===== src/rtl/touch_dclk_gen.sv =====
// Burst/continuous serial clock generator for the resistive touch-panel controller.
// Emits N pulses (or runs until stop) with a programmable half-period, plus edge strobes.
module touch_dclk_gen #(
  parameter int unsigned DIV_W    = 13,
  parameter int unsigned CNT_W    = 6,
  parameter bit          IDLE_LVL = 1'b0
) (
  input  logic             clk,
  input  logic             rst_n,
  input  logic             en,
  input  logic             start,
  input  logic             stop,
  input  logic [DIV_W-1:0] div,
  input  logic [CNT_W-1:0] nbits,
  output logic             tp_dclk,
  output logic             rise_stb,
  output logic             fall_stb,
  output logic [CNT_W-1:0] pulse_cnt,
  output logic             busy,
  output logic             done
);

  localparam logic ActLvl = ~IDLE_LVL;

  typedef enum logic [1:0] {StIdle, StPhIdle, StPhAct} state_e;

  state_e           state_q;
  logic [DIV_W-1:0] ph_cnt_q;
  logic [DIV_W-1:0] div_q;
  logic [CNT_W-1:0] bits_q;
  logic             stop_q;

  logic cont_mode;
  logic phase_end;
  logic last_pulse;

  assign cont_mode = (bits_q == '0);
  assign phase_end = (ph_cnt_q == div_q);
  // A stop seen in the final active cycle still terminates on the upcoming fall.
  assign last_pulse = cont_mode ? (stop_q | stop) : (pulse_cnt == bits_q);

  always_ff @(posedge clk or negedge rst_n) begin
    if (!rst_n) begin
      state_q   <= StIdle;
      ph_cnt_q  <= '0;
      div_q     <= '0;
      bits_q    <= '0;
      stop_q    <= 1'b0;
      tp_dclk   <= IDLE_LVL;
      rise_stb  <= 1'b0;
      fall_stb  <= 1'b0;
      pulse_cnt <= '0;
      busy      <= 1'b0;
      done      <= 1'b0;
    end else begin
      rise_stb <= 1'b0;
      fall_stb <= 1'b0;
      done     <= 1'b0;
      if (!en) begin
        // Abort: no done/fall strobe, pulse count is kept for inspection.
        state_q  <= StIdle;
        ph_cnt_q <= '0;
        stop_q   <= 1'b0;
        tp_dclk  <= IDLE_LVL;
        busy     <= 1'b0;
      end else begin
        unique case (state_q)
          StIdle: begin
            // done high means the burst ended this cycle; start waits one more cycle.
            if (start && !done) begin
              div_q     <= div;
              bits_q    <= nbits;
              stop_q    <= stop;
              pulse_cnt <= '0;
              ph_cnt_q  <= '0;
              busy      <= 1'b1;
              state_q   <= StPhIdle;
            end
          end
          StPhIdle: begin
            if (cont_mode) stop_q <= stop_q | stop;
            if (phase_end) begin
              state_q  <= StPhAct;
              ph_cnt_q <= '0;
              tp_dclk  <= ActLvl;
              rise_stb <= 1'b1;
              if (pulse_cnt != '1) pulse_cnt <= pulse_cnt + 1'b1;
            end else begin
              ph_cnt_q <= ph_cnt_q + 1'b1;
            end
          end
          StPhAct: begin
            if (phase_end) begin
              ph_cnt_q <= '0;
              tp_dclk  <= IDLE_LVL;
              fall_stb <= 1'b1;
              if (last_pulse) begin
                state_q <= StIdle;
                stop_q  <= 1'b0;
                busy    <= 1'b0;
                done    <= 1'b1;
              end else begin
                state_q <= StPhIdle;
              end
            end else begin
              ph_cnt_q <= ph_cnt_q + 1'b1;
              if (cont_mode) stop_q <= stop_q | stop;
            end
          end
          default: state_q <= StIdle;
        endcase
      end
    end
  end

endmodule


===== config.mk =====
export PLATFORM = sky130hd
export DESIGN_NAME = touch_dclk_gen
export DESIGN_NICKNAME = d
export VERILOG_FILES = /design/src/rtl/touch_dclk_gen.sv
export SDC_FILE = /design/constraint.sdc
export NUM_CORES = 1
export LEC_CHECK = 0
export CAP_MARGIN = 0
export CORE_MARGIN = 3
export CORE_UTILIZATION = 25
export CTS_CLUSTER_DIAMETER = 60
export DETAILED_ROUTE_END_ITERATION = 8
export DONT_BUFFER_PORTS = 1
export HOLD_SLACK_MARGIN = 0.12
export MAX_ROUTING_LAYER = met4
export PLACE_DENSITY_LB_ADDON = 0.15
export SYNTH_ARGS = -nofsm -noshare
export SYNTH_HDL_FRONTEND = slang
export SYNTH_SLANG_ARGS = --single-unit

===== constraint.sdc =====
create_clock -name clk -period 4.75 [get_ports clk]
set_input_delay 0.2375 -clock clk [delete_from_list [all_inputs] [get_ports clk]]
set_output_delay 0.2375 -clock clk [all_outputs]
set_load 0.03 [all_outputs]

# Yosys cells after proc, flatten, opt, wreduce, memory -nomap -nowiden
# Index checks and enable logic that the tools add are counted.
# totals
reg_bits,46
output_inout_bits,11
elab_cells,82
# classes
n_eq_ne,17
add_sub_neg,2
mux,38
n_reduce_logical,13
n_bitwise,1
# ops
cell,n
13-bit two-way mux,3
13-bit case mux with 2 select lines,1
1-bit two-way mux,22
6-bit two-way mux,3
"13-bit by 1-bit adder with 13-bit output, second input constant",1
13-bit == test,1
"3-bit inequality test, second input constant",4
6-bit case mux with 2 select lines,1
3-bit AND reduction,4
2-bit two-way mux,4
"6-bit by 1-bit adder with 6-bit output, second input constant",1
6-bit == test,1
6-bit zero test,1
"2-bit inequality test, second input constant",3
"3-bit by 1-bit inequality test with 1-bit output, second input constant",2
"6-bit inequality test, second input constant",1
2-bit case mux with 3 select lines,1
5-bit AND reduction,1
"4-bit by 1-bit inequality test with 1-bit output, second input constant",1
"4-bit inequality test, second input constant",1
1-bit case mux with 2 select lines,2
4-bit AND reduction,1
"3-bit by 2-bit inequality test with 1-bit output, second input constant",1
1-bit case mux with 3 select lines,1
9 further kinds,9

# Logic depth before layout (Yosys ltp)
# Gate-level depths: netlist (run 1).
# logic_depth
depth_word,6
depth_mapped,8
ltp_nobuf,7

# Least setup slack after synthesis (run 1)
# No wires, ideal clock.
# synth_timing
path_type,reg-to-reg
startpoint,reg pulse_cnt[0]
endpoint,reg pulse_cnt[5]
setup_time_ps,70
t_arrival_ps,1927
path_stages_with_launch,7
t_required_ps,4680
path_slack_ps,2753
synth_period_minus_slack_ps,1997
path_cell_list,dfrtp_1 ha_1 nand3_1 o221ai_2 or4_1 or3_1 nand3_1
# synth_between
elab_chain_cells,4
# synth_rtl
element,line_no,text
from (decl),18,"output logic [CNT_W-1:0] pulse_cnt,"
from (signal assigned),87,if (pulse_cnt != '1) pulse_cnt <= pulse_cnt + 1'b1;
6-bit by 1-bit adder with 6-bit output,87,
6-bit two-way mux,87,
6-bit two-way mux,82,if (phase_end) begin
6-bit case mux with 2 select lines,67,unique case (state_q)
# Several ways; a longest one is shown, not always the timed one. The select of a mux whose other input is x is not followed.
# A chain may end at the register's enable or synchronous reset.

# Worst setup path after layout (run 1)
# layout_timing
startpoint,reg ph_cnt_q[7]
endpoint,reg pulse_cnt[3]
# layout_between
elab_chain_cells,3
# layout_rtl
element,line_no,text
from (decl),28,logic [DIV_W-1:0] ph_cnt_q;
from (signal assigned),89,ph_cnt_q <= ph_cnt_q + 1'b1;
from (signal assigned),106,ph_cnt_q <= ph_cnt_q + 1'b1;
13-bit == test,38,assign phase_end = (ph_cnt_q == div_q);
2-bit inequality test (no line),n/a,
5-bit AND reduction (no line),n/a,
# Every way passes these cells.

==> metrics.md, run 1 <==
| Metric | Value |
|---|---|
| Synth top area cells | dfrtp_1, mux2_2, xor2_1, xnor2_1, ha_1 |
| Simple-gate portion of the synthesized area | 17.16% |
| DRT Pass-1 Iters | 5 |
| Routed Antenna Nets | 0 |
| Synthesized cell area | 2486 um2 |
| Chip height | 105.7 um |
| CP arrival | approximately 2.9 ns |
| Synth Area in Compound Gates | 10.87% |
| Clock latency on the worst-skew pair | about 0.30 ns |
| Layout Skew | 0.004385 ns |
| Tmin final | 2.626 ns |
| TNS Setup | 0 ns |
| Setup WS post-layout | 2.124 ns |
| IO buf count | 0 |
| Slowest CP cell | nand4_1 |
| Worst vdd ir | roughly 0.16 mV |
| Vias | roughly 1900 |
| Core Box Area | roughly 9500 um2 |
| Post-synth EDFFs | 0 |
| Final period util | 55.28% |
| Post-Syn Instances | between 200 and 250 |
| Worst hold slack | 0.1740 ns |
| Top FF cell, synth | dfrtp_1 |
| Post-synthesis mux area share | 9.864% |
| # setup viols final | 0 |
| Placed Instances | 361 |
| Layout fillers | approximately 1000 |
| Max-slew violations | 0 |
| Synth Register Bits | 46 |
| CTS buffer count | 5 |
| Initial antenna violation count | 0 |
| Final HPWL DP | between 4000 and 5000 um |
| Peak fanout along the critical path | 21 |
| CTS tree | built |
| GRT Overall Usage | 11.56% |
| Root buf cell | clkbuf_8 |
| Vias in the first global route | 1945 |
| Yosys top cell area share | 46.30% |
| Htree depth | 2 |
| Iteration-0 DRC Markers | 63 |
| Post-layout nets | 292 |
| Post-CTS Resized | 0 |
| CP Class | register to register |
| Num ports | 35 |
| Adder-cell share of the synthesized area | 3.523% |
| Placed instance area | roughly 2600 um2 |
| Pre-CTS WS | 2.089 ns |
| Layout cells sized above 1 | a little under an eighth |
| Drt wl/cell | approximately 16 um |
| Post-synthesis xor/xnor area fraction | under 10% |
| Critical Path RT | roughly 5.0 ns |
| Syn_nets | 269 |
| Post-CTS Setup Inserts | 0 |
| Unrepaired setup endpoints after global routing | false |
| Die Footprint | between 10000 and 15000 um2 |
| CTS Buffer Depth | 2 |
| Max Freq | 380.9 MHz |
| MaxCap Viol Count | 0 |
| Synthesis-to-finish area growth | 18.67% |
| Finished Core Util | 31.19% |
| Via-per-instance ratio | around 4.7 |
| Largest family of logic cells by synthesized area | simple AND/OR/NAND/NOR gates |
| Drc violations | 0 |
| Sequential fraction of the synthesis area | 46.30% |
| Final Instance Area | 2950 um2 |
| Clock sink count | 46 |
| Antenna Cells | 0 |
| Worst slew pin tran | 0.8884 ns |
| Largest net degree at the start of global routing | 47 |
| Status | complete, no violations |
| CTS clk-pin slew, worst paths | ~0.09 ns |
| Async set or reset register ratio after synthesis | between 90% and 100% |
| CP endpoint kind | register |
| Initial Utilization | 26.28% |
| Cell accounting for the most synthesized area | dfrtp_1 |
| Gr ovfl total | 0 |
| Synth cell types | 45 |
| Hold Path Class | input port to register |
| Final Hold Fails | 0 |
| LEAKAGE | 1.217 nW |
| Routed wire length | 6101 um |
| Global-route wire length before repair | 10040 um |
| Row count | 35 |
| Critical-path cell list | xor2_1 > nor4_1 > nand4_1 > or4_1 > nand3_1 |
| Type of origin of the critical path | register |
| Post-route non-filler standard cell count | 391 |
| YS warnings | 0 |
| PD cells | 426.3 nW/um2 |
| Gpl congestion | 0.8041 |
| Relative slew slack | between 40% and 50% |
| Syn Area/Cell | 10.45 um2 |
| Pwr Total | 1.258 mW |
| Chip width | 105.7 um |
| Crit-path max cell delay | 0.75 ns |
-- cell usage after synthesis (all sizes together), types with 2 or more instances --
| master | n |
|---|---|
| o41a | 2 |
| a21o | 2 |
| xor2 | 17 |
| or4 | 2 |
| o211ai | 3 |
| nand3 | 10 |
| dfrtp | 46 |
| inv | 9 |
| nor3 | 9 |
| nor4 | 6 |
| nor2 | 16 |
| and4 | 2 |
| nand2b | 2 |
| a31oi | 2 |
| o22ai | 2 |
| o21ai | 6 |
| mux2i | 2 |
| nand4 | 4 |
| o41ai | 3 |
| nand2 | 20 |
| clkbuf | 3 |
| o311ai | 2 |
| or3 | 2 |
| buf | 3 |
| ha | 7 |
| a21oi | 8 |
| and2 | 3 |
| mux2 | 20 |
| xnor2 | 11 |
-- layer usage --
layer	routed length [um]	track usage [%]	up-vias
met5	0	-	-
li1	-	-	904
met2	3055	19.54	38
met4	50	2.683	0
met3	235	2.939	7
met1	2759	13.89	901
-- final cells by class --
cell class / count / area (um2) / share of cell area [%]
Clock buffer: 7 / 86.33 / 2.926
Clock inverter: 1 / 5.005 / 0.1696
Inverter: 9 / 33.78 / 1.145
Multi-Input combinational cell: 177 / 1275 / 43.21
Sequential cell: 46 / 1151 / 39.02
Tap cell: 129 / 161.4 / 5.471
Timing Repair Buffer: 22 / 237.7 / 8.058
-- registers in the layout, indices dropped and copies added (netlist names), 2 cells and up --
name	count
pulse_cnt	6
div_q	13
state_q	2
bits_q	6
ph_cnt_q	13
-- power by group --
group,internal (mW),switching (mW)
clock,0.118,0.136
combinational,0.190,0.206
sequential,0.492,0.116
-- cell usage in the layout (no fill, tap or decap), types with 6 or more instances in the layout --
cell           Yosys  routed
a21oi_1            7       7
nand2_1           20      20
o21ai_0            6       6
xnor2_1           11      11
dfrtp_1           46      46
inv_1              9       9
clkbuf_8           0       6
mux2_2            20      20
nor2_1            16      16
dlygate4sd3_1      0      21
ha_1               7       7
xor2_1            17      17
nor4_1             6       6
nor3_1             8       8
nand3_1           10      10
-- final timing paths --
| path | start | end | slack [ns] | cells past startpoint |
|---|---|---|---|---|
| worst max-delay path | ph_cnt_q[7]$_DFFE_PN0P_ | pulse_cnt[3]$_DFFE_PN0P_ | 2.12 | 5 |
| worst min-delay path | en | state_q[0]$_DFFE_PN0P_ | 0.17 | 2 |
| worst max register to register | ph_cnt_q[7]$_DFFE_PN0P_ | pulse_cnt[3]$_DFFE_PN0P_ | 2.12 | 5 |
| worst min register to register | stop_q$_DFFE_PN0P_ | stop_q$_DFFE_PN0P_ | 0.53 | 1 |
| max in group asynchronous | rst_n | ph_cnt_q[5]$_DFFE_PN0P_ | 4.09 | 2 |
| min in group asynchronous | rst_n | pulse_cnt[0]$_DFFE_PN0P_ | 0.45 | 2 |
-- cell families after synthesis --
kind of cell / Yosys count
multiplexers: 22
AND/OR/NAND/NOR: 83
flip-flops: 46
XOR/XNOR: 28
AO/OA/AOI/OAI: 37
adder cells (fa/ha/maj): 7
buffers and inverters: 15
-- what timing repair did --
item                                   CTS  global route
endpoints found under the hold margin   68             0
setup endpoints to repair                0             0
hold buffers                            22             0
-- critical path: cells and delay by family (launching register included) --
family | cells | cell delay [ns]
AND/OR/NAND/NOR | 4 | 1.95
flip-flops | 1 | 0.43
XOR/XNOR | 1 | 0.18
(Power assumes the default switching activity.)
==> inputs of run 2 (changes only) <==
Clock period 4.75 ns to 2.6 ns, I/O delays scaled along.
==> metrics.md, run 2 (synthesized netlist as in run 1, its figures left out) <==
| Metric | Value |
|---|---|
| Status | complete, no violations |
| Synthesis-to-finish area growth | 20.33% |
| Peak fanout along the critical path | 9 (-57%) |
| CP arrival | 2.44 ns (-0.42 ns) |
| Via-per-instance ratio | 4.798 (+1.4%) |
| Max Freq | 453.2 MHz (+19%) |
| PD cells | 766.5 nW/um2 (+80%) |
| Initial Utilization | 26.28% (unchanged) |
| Sw Ratio | 36.26% (-0.15 points) |
| Clock latency on the worst-skew pair | 0.30 ns (about the same) |
| CTS buffer count | 5 (unchanged) |
| Initial antenna violation count | 0 (unchanged) |
| Worst slew pin tran | 0.7119 ns (-0.1765 ns) |
| Chip width | 105.7 um (unchanged) |
| Placed Instances | 366 (+1.4%) |
| Pre-CTS WS | 0.4532 ns (-1.636 ns) |
| Largest net degree at the start of global routing | 47 (unchanged) |
| Final period util | 84.88% (+30 points) |
| Pwr Total | 2.293 mW (+82%) |
| Critical Path RT | 2.84 ns (-2.14 ns) |
| Worst hold slack | 0.1650 ns (-0.009044 ns) |
| CTS tree | built |
| Cell family with most CP delay | simple AND/OR/NAND/NOR gates |
| Worst r2r src | state_q[1]$_DFFE_PN0P_ |
| Final HPWL DP | 4340 um (+0.57%) |
| Die Footprint | 11180 um2 (unchanged) |
| Core Box Area | 9459 um2 (unchanged) |
| Routed Antenna Nets | 0 (unchanged) |
| LEAKAGE | 1.241 nW (+2.0%) |
| Drt wl/cell | 15.46 um (-0.89%) |
| Setup WS post-layout | 0.3932 ns (-1.731 ns) |
| Relative slew slack | 51.92% (+11 points) |
| MaxCap Viol Count | 0 (unchanged) |
| Drc violations | 0 (unchanged) |
| Hold path depth | 4 (+2) |
| Critical-path cell list | inv_1 > ha_1 > and2b_1 > o221ai_2 > or4_1 > or3_1 > nand3_1 |
| Hold Path Class | input port to register |
| # setup viols final | 0 (unchanged) |
| TNS Setup | 0 ns (unchanged) |
| GRT Overall Usage | 11.77% (+0.21 points) |
| Unrepaired setup endpoints after global routing | false |
| WHS Endpoint | stop_q$_DFFE_PN0P_ |
| Buf+Inv Stages, Crit Path | 1 (+1) |
| Row count | 35 (unchanged) |
| Iteration-0 DRC Markers | 68 (+7.9%) |
| Clk pwr share | 20.4% (+0.2 points) |
| Num ports | 35 (unchanged) |
| Slowest CP cell | or4_1 |
| Reg power frac | 48.1% (-0.2 points) |
| Chip height | 105.7 um (unchanged) |
| Gr ovfl total | 0 (unchanged) |
| Clock sink count | 46 (unchanged) |
| Type of origin of the critical path | register |
| Largest registers | div_q (13), ph_cnt_q (13) |
| Tmin final | 2.207 ns (-0.4189 ns) |
| FF-to-FF path depth | 7 (+2) |
| Global-route wire length before repair | 10420 um (+3.8%) |
| Layout Skew | 0.01053 ns (+0.006144 ns) |
| Highest-count cells in the layout ignoring fill and taps | dfrtp_1, dlygate4sd3_1, nand2_1, mux2_2, xor2_1 |
| Most common cell after layout, fill and taps aside | dfrtp_1 |
| CP Class | register to register |
| Antenna Cells | 0 (unchanged) |
| Placed instance area | 2659 um2 (+1.4%) |
| Post-layout nets | 297 (+1.7%) |
| CP endpoint kind | register |
| Vias in the first global route | 2084 (+7.1%) |
| Net Sw Power | 831.4 uW (+82%) |
| CTS clk-pin slew, worst paths | 0.09 ns (about the same) |
| Root buf cell | clkbuf_8 |
| CTS Buffer Depth | 2 (unchanged) |
| DRT Pass-1 Iters | 4 (-1) |
| Htree depth | 2 (unchanged) |
| Worst vdd ir | 0.2846 mV (+75%) |
| IO buf count | 0 (unchanged) |
| Worst setup path startpoint | state_q[1]$_DFFE_PN0P_ |
| Critical R2R Capture | pulse_cnt[5]$_DFFE_PN0P_ |
| Final Hold Fails | 0 (unchanged) |
| Post-route non-filler standard cell count | 396 (+1.3%) |
| Combinational share of power | 31.5% (about the same) |
| Finished Core Util | 31.63% (+0.44 points) |
| Post-CTS Resized | 0 (unchanged) |
| Final Instance Area | 2992 um2 (+1.4%) |
| Vias | 1900 (+2.7%) |
| Layout cells sized above 1 | 13.86% (+2.0 points) |
| Routed wire length | 6124 um (+0.38%) |
| Gpl congestion | 0.7975 (-0.82%) |
| Crit-path max cell delay | 0.49 ns (-0.26 ns) |
| P_int | 1.462 mW (+83%) |
| Worst hold start | stop |
| R2r setup slk | 0.39 ns (-1.73 ns) |
| Max-slew violations | 0 (unchanged) |
[run 2: worst max-delay path by stage]
| stage | end | slack, ns | cells after the start |
|---|---|---|---|
| after detailed placement | pulse_cnt[5]$_DFFE_PN0P_ | 0.45 | 7 |
| after floorplan | pulse_cnt[5]$_DFFE_PN0P_ | 0.60 | 6 |
| after global placement | pulse_cnt[5]$_DFFE_PN0P_ | 0.48 | 7 |
| after global routing | pulse_cnt[5]$_DFFE_PN0P_ | 0.24 | 7 |
| final | pulse_cnt[5]$_DFFE_PN0P_ | 0.39 | 7 |
| after CTS | pulse_cnt[5]$_DFFE_PN0P_ | 0.41 | 7 |
[run 2: final cells by class]
cell class | instances | area [um2]
Clock buffer | 6 | 82.58
Clock inverter | 2 | 12.51
Fill cell | 1032 | 6467
Inverter | 9 | 33.78
Multi-Input combinational cell | 177 | 1275
Sequential cell | 46 | 1151
Tap cell | 129 | 161.4
Timing Repair Buffer | 27 | 275.3
[run 2: worst reg2reg max path, cell delays in order (launching register included)]
cell	delay, ns
dfrtp_1	0.43
inv_1	0.11
ha_1	0.36
and2b_1	0.19
o221ai_2	0.17
or4_1	0.49
or3_1	0.31
nand3_1	0.08
[run 2: timing repair]
item | CTS | global route
hold endpoints to repair | 72 | 0
hold buffers | 22 | 0
buffers inserted | 0 | 0
[run 2: layer usage]
metal,up-vias,track usage [%],wire (um)
li1,913,-,-
met1,945,14.88,2844
met2,36,18.85,2956
met3,6,2.817,260
met4,0,3.330,62
met5,-,-,0
[run 2: power by group through the flow]
stage | logic, mW | registers, mW | clock network (mW)
3_5_place_dp | 0.679 | 1.12 | 0
5_1_grt | 0.824 | 1.13 | 0.518
4_1_cts | 0.732 | 1.11 | 0.494
3_3_place_gp | 0.676 | 1.12 | 0
2_1_floorplan | 0.559 | 1.07 | 0
6_report | 0.722 | 1.10 | 0.468
==> inputs of run 3 (changes only) <==
Settings changed: ABC_AREA from default to 1.
Clock period 2.6 ns to 2 ns, I/O delays scaled along.
==> metrics.md, run 3 <==
| Metric | Value |
|---|---|
| MaxCap Viol Count | 0 (unchanged) |
| Vias in the first global route | 2249 (+7.9%) |
| Pre-CTS WS | 0.05741 ns (-0.3958 ns) |
| Final Hold Fails | 0 (unchanged) |
| Synthesized cell area | 2581 um2 (+3.8%) |
| Iteration-0 DRC Markers | 68 (unchanged) |
| Htree depth | 2 (unchanged) |
| Placed instance area | 2811 um2 (+5.7%) |
| Initial Utilization | 26.05% (-0.24 points) |
| IO buf count | 0 (unchanged) |
| Routed wire length | 6338 um (+3.5%) |
| Synth top area cells | dfrtp_1, nand2_1, nor2_1, inv_1, nand3_1 |
| Max-slew violations | 0 (unchanged) |
| Hold path depth | 5 (+1) |
| Largest registers | div_q (13), ph_cnt_q (13) |
| Status | complete, no violations |
| Clock sink count | 46 (unchanged) |
| Top FF cell, synth | dfrtp_1 |
| Root buf cell | clkbuf_8 |
| LEAKAGE | 1.465 nW (+18%) |
| Most common cell after layout, fill and taps aside | nand2_1 |
| Placed Instances | 470 (+28%) |
| Post-Syn Instances | 332 (+39%) |
| CTS buffer count | 5 (unchanged) |
| Most instantiated library cell after synthesis | nand2_1 |
| Post-synth EDFFs | 0 (unchanged) |
| Worst vdd ir | 0.3585 mV (+26%) |
| Drc violations | 0 (unchanged) |
| GRT Overall Usage | 12.09% (+0.32 points) |
| Setup WS post-layout | 0.2149 ns (-0.1784 ns) |
| Max Freq | 560.2 MHz (+24%) |
| Row count | 36 (+2.9%) |
| # setup viols final | 0 (unchanged) |
| Synthesis-to-finish area growth | 24.09% |
| Vias | 2211 (+16%) |
| Syn Area/Cell | 7.775 um2 (-26%) |
| Via-per-instance ratio | 4.387 (-8.6%) |
| Syn_nets | 363 (+35%) |
| Gpl congestion | 0.8579 (+7.6%) |
| Synth Register Bits | 46 (unchanged) |
| Worst slew pin tran | 0.4028 ns (-0.3090 ns) |
| YS warnings | 0 (unchanged) |
| Type of origin of the critical path | register |
| Synth cell count leaders | nand2_1, nor2_1, dfrtp_1 |
| Highest-count cells in the layout ignoring fill and taps | nand2_1, nor2_1, dfrtp_1 |
| Routed Antenna Nets | 0 (unchanged) |
| Post-route non-filler standard cell count | 504 (+27%) |
| Tmin final | 1.785 ns (-0.4216 ns) |
| Initial antenna violation count | 0 (unchanged) |
| Num ports | 35 (unchanged) |
| Chip height | 107.6 um (+1.8%) |
| CP arrival | 1.97 ns (-0.47 ns) |
| CTS clk-pin slew, worst paths | 0.09 ns (about the same) |
| Global-route wire length before repair | 10930 um (+4.9%) |
| TNS Setup | 0 ns (unchanged) |
| Sequential fraction of the synthesis area | 44.60% (-1.7 points) |
| Relative slew slack | 73.06% (+21 points) |
| Async set or reset register ratio after synthesis | 100.0% (unchanged) |
| Core Box Area | 9910 um2 (+4.8%) |
| Chip width | 107.6 um (+1.8%) |
| Final Instance Area | 3203 um2 (+7.1%) |
| Post-layout nets | 401 (+35%) |
| Cell accounting for the most synthesized area | dfrtp_1 |
| Gr ovfl total | 0 (unchanged) |
| Synth cell types | 29 (-36%) |
| Die Footprint | 11580 um2 (+3.6%) |
| Layout cells sized above 1 | 14.56% (+0.70 points) |
| Peak fanout along the critical path | 6 (-3) |
| CTS Buffer Depth | 2 (unchanged) |
| Clock latency on the worst-skew pair | 0.30 ns (about the same) |
| CTS tree | built |
| Critical Path RT | 2.19 ns (-0.65 ns) |
| Unrepaired setup endpoints after global routing | false |
| R2r setup slk | 0.21 ns (-0.18 ns) |
| Drt wl/cell | 12.58 um (-19%) |
| PD cells | 1101 nW/um2 (+44%) |
| Final period util | 89.26% (+4.4 points) |
| Layout Skew | 0.008285 ns (-0.002244 ns) |
| Antenna Cells | 0 (unchanged) |
| Final HPWL DP | 4677 um (+7.8%) |
| Hold Path Class | input port to register |
| Yosys top cell area share | 44.60% (-1.7 points) |
| FF-to-FF path depth | 11 (+4) |
| CP Class | register to register |
| Largest net degree at the start of global routing | 47 (unchanged) |
| CP endpoint kind | register |
| DRT Pass-1 Iters | 6 (+2) |
## run 3: cell types whose count changed in the layout (fill, tap and decap cells not counted), moves of 7 or more
cell | previous run | this run
buf_4 | 5 | 13
nand2_1 | 20 | 80
xor2_1 | 17 | 10
nor2_1 | 16 | 47
inv_1 | 9 | 36
a21oi_1 | 7 | 14
xnor2_1 | 11 | 2
o21ai_2 | 0 | 7
nand3_1 | 10 | 19
o21ai_0 | 6 | 15
mux2_2 | 20 | 7
## run 3: final cells by class
type	instances	area (um2)
clock buffer	7	76.32
clock inverter	1	30.03
fill	1053	6706
inverter	42	157.7
multi-input combinational	238	1256
sequential	46	1151
tap	133	166.4
timing repair buffer	37	365.4
## run 3: what timing repair did
| action | CTS | global route |
|---|---|---|
| endpoints found under the hold margin | 74 | 0 |
| endpoints found under the setup margin | 0 | 6 |
| hold buffers | 23 | 0 |
| buffers inserted | 0 | 3 |
| resized for setup | 0 | 4 |
## run 3: logic make-up (layout without fill, tap and decap cells)
kind of cell / after synthesis / count (layout) / synth area share, %
adder cells (fa/ha/maj): 7 / 7 / 3.393
AO/OA/AOI/OAI: 43 / 43 / 9.695
AND/OR/NAND/NOR: 169 / 169 / 27.87
buffers and inverters: 48 / 87 / 7.319
XOR/XNOR: 12 / 12 / 4.072
flip-flops: 46 / 46 / 44.60
multiplexers: 7 / 7 / 3.054
## run 3: through the flow
step	power (mW)	utilization (%)	hold slack, ns
global placement	2.700	28.37	-0.1942
detailed placement	2.723	28.37	-0.1941
finish	3.527	32.32	0.1443
global route	3.839	32.32	0.1755
floorplan	2.370	-	-0.1956
CTS	3.512	31.94	0.1368
## run 3: path summary, 6_finish.rpt
check | to | startpoint
worst max register to register | ph_cnt_q[7]$_DFFE_PN0P_ | state_q[1]$_DFFE_PN0P_
worst min register to register | stop_q$_DFFE_PN0P_ | stop_q$_DFFE_PN0P_
min in group asynchronous | pulse_cnt[2]$_DFFE_PN0P_ | rst_n
worst min-delay path | busy$_DFFE_PN0P_ | en
max in group asynchronous | ph_cnt_q[11]$_DFFE_PN0P_ | rst_n
worst max-delay path | ph_cnt_q[7]$_DFFE_PN0P_ | state_q[1]$_DFFE_PN0P_
## run 3: power by group
group | internal, mW | leakage [nW] | switching [mW] | total (mW)
registers | 1.18 | 0.584 | 0.218 | 1.40
clock network | 0.375 | 0.0524 | 0.330 | 0.705
logic | 0.592 | 0.828 | 0.827 | 1.42
total | 2.15 | 1.46 | 1.38 | 3.53
## run 3: worst max-delay path: stages, from the launching register on
cell and delay [ns]:
dfrtp_1 0.39, inv_1 0.10, ha_4 0.18, nand2_1 0.05, inv_1 0.05, o21ai_2 0.10, nand2_2 0.14, or2_1 0.26
nor2_1 0.13, nand2_1 0.08, xor2_1 0.14, nor2_1 0.05
## run 3: layer usage
layer	track usage [%]	up-vias	wire [um]
met4	3.156	0	72
met3	2.400	7	205
met2	19.85	33	3044
li1	-	1122	-
met5	-	-	0
met1	15.29	1049	3016
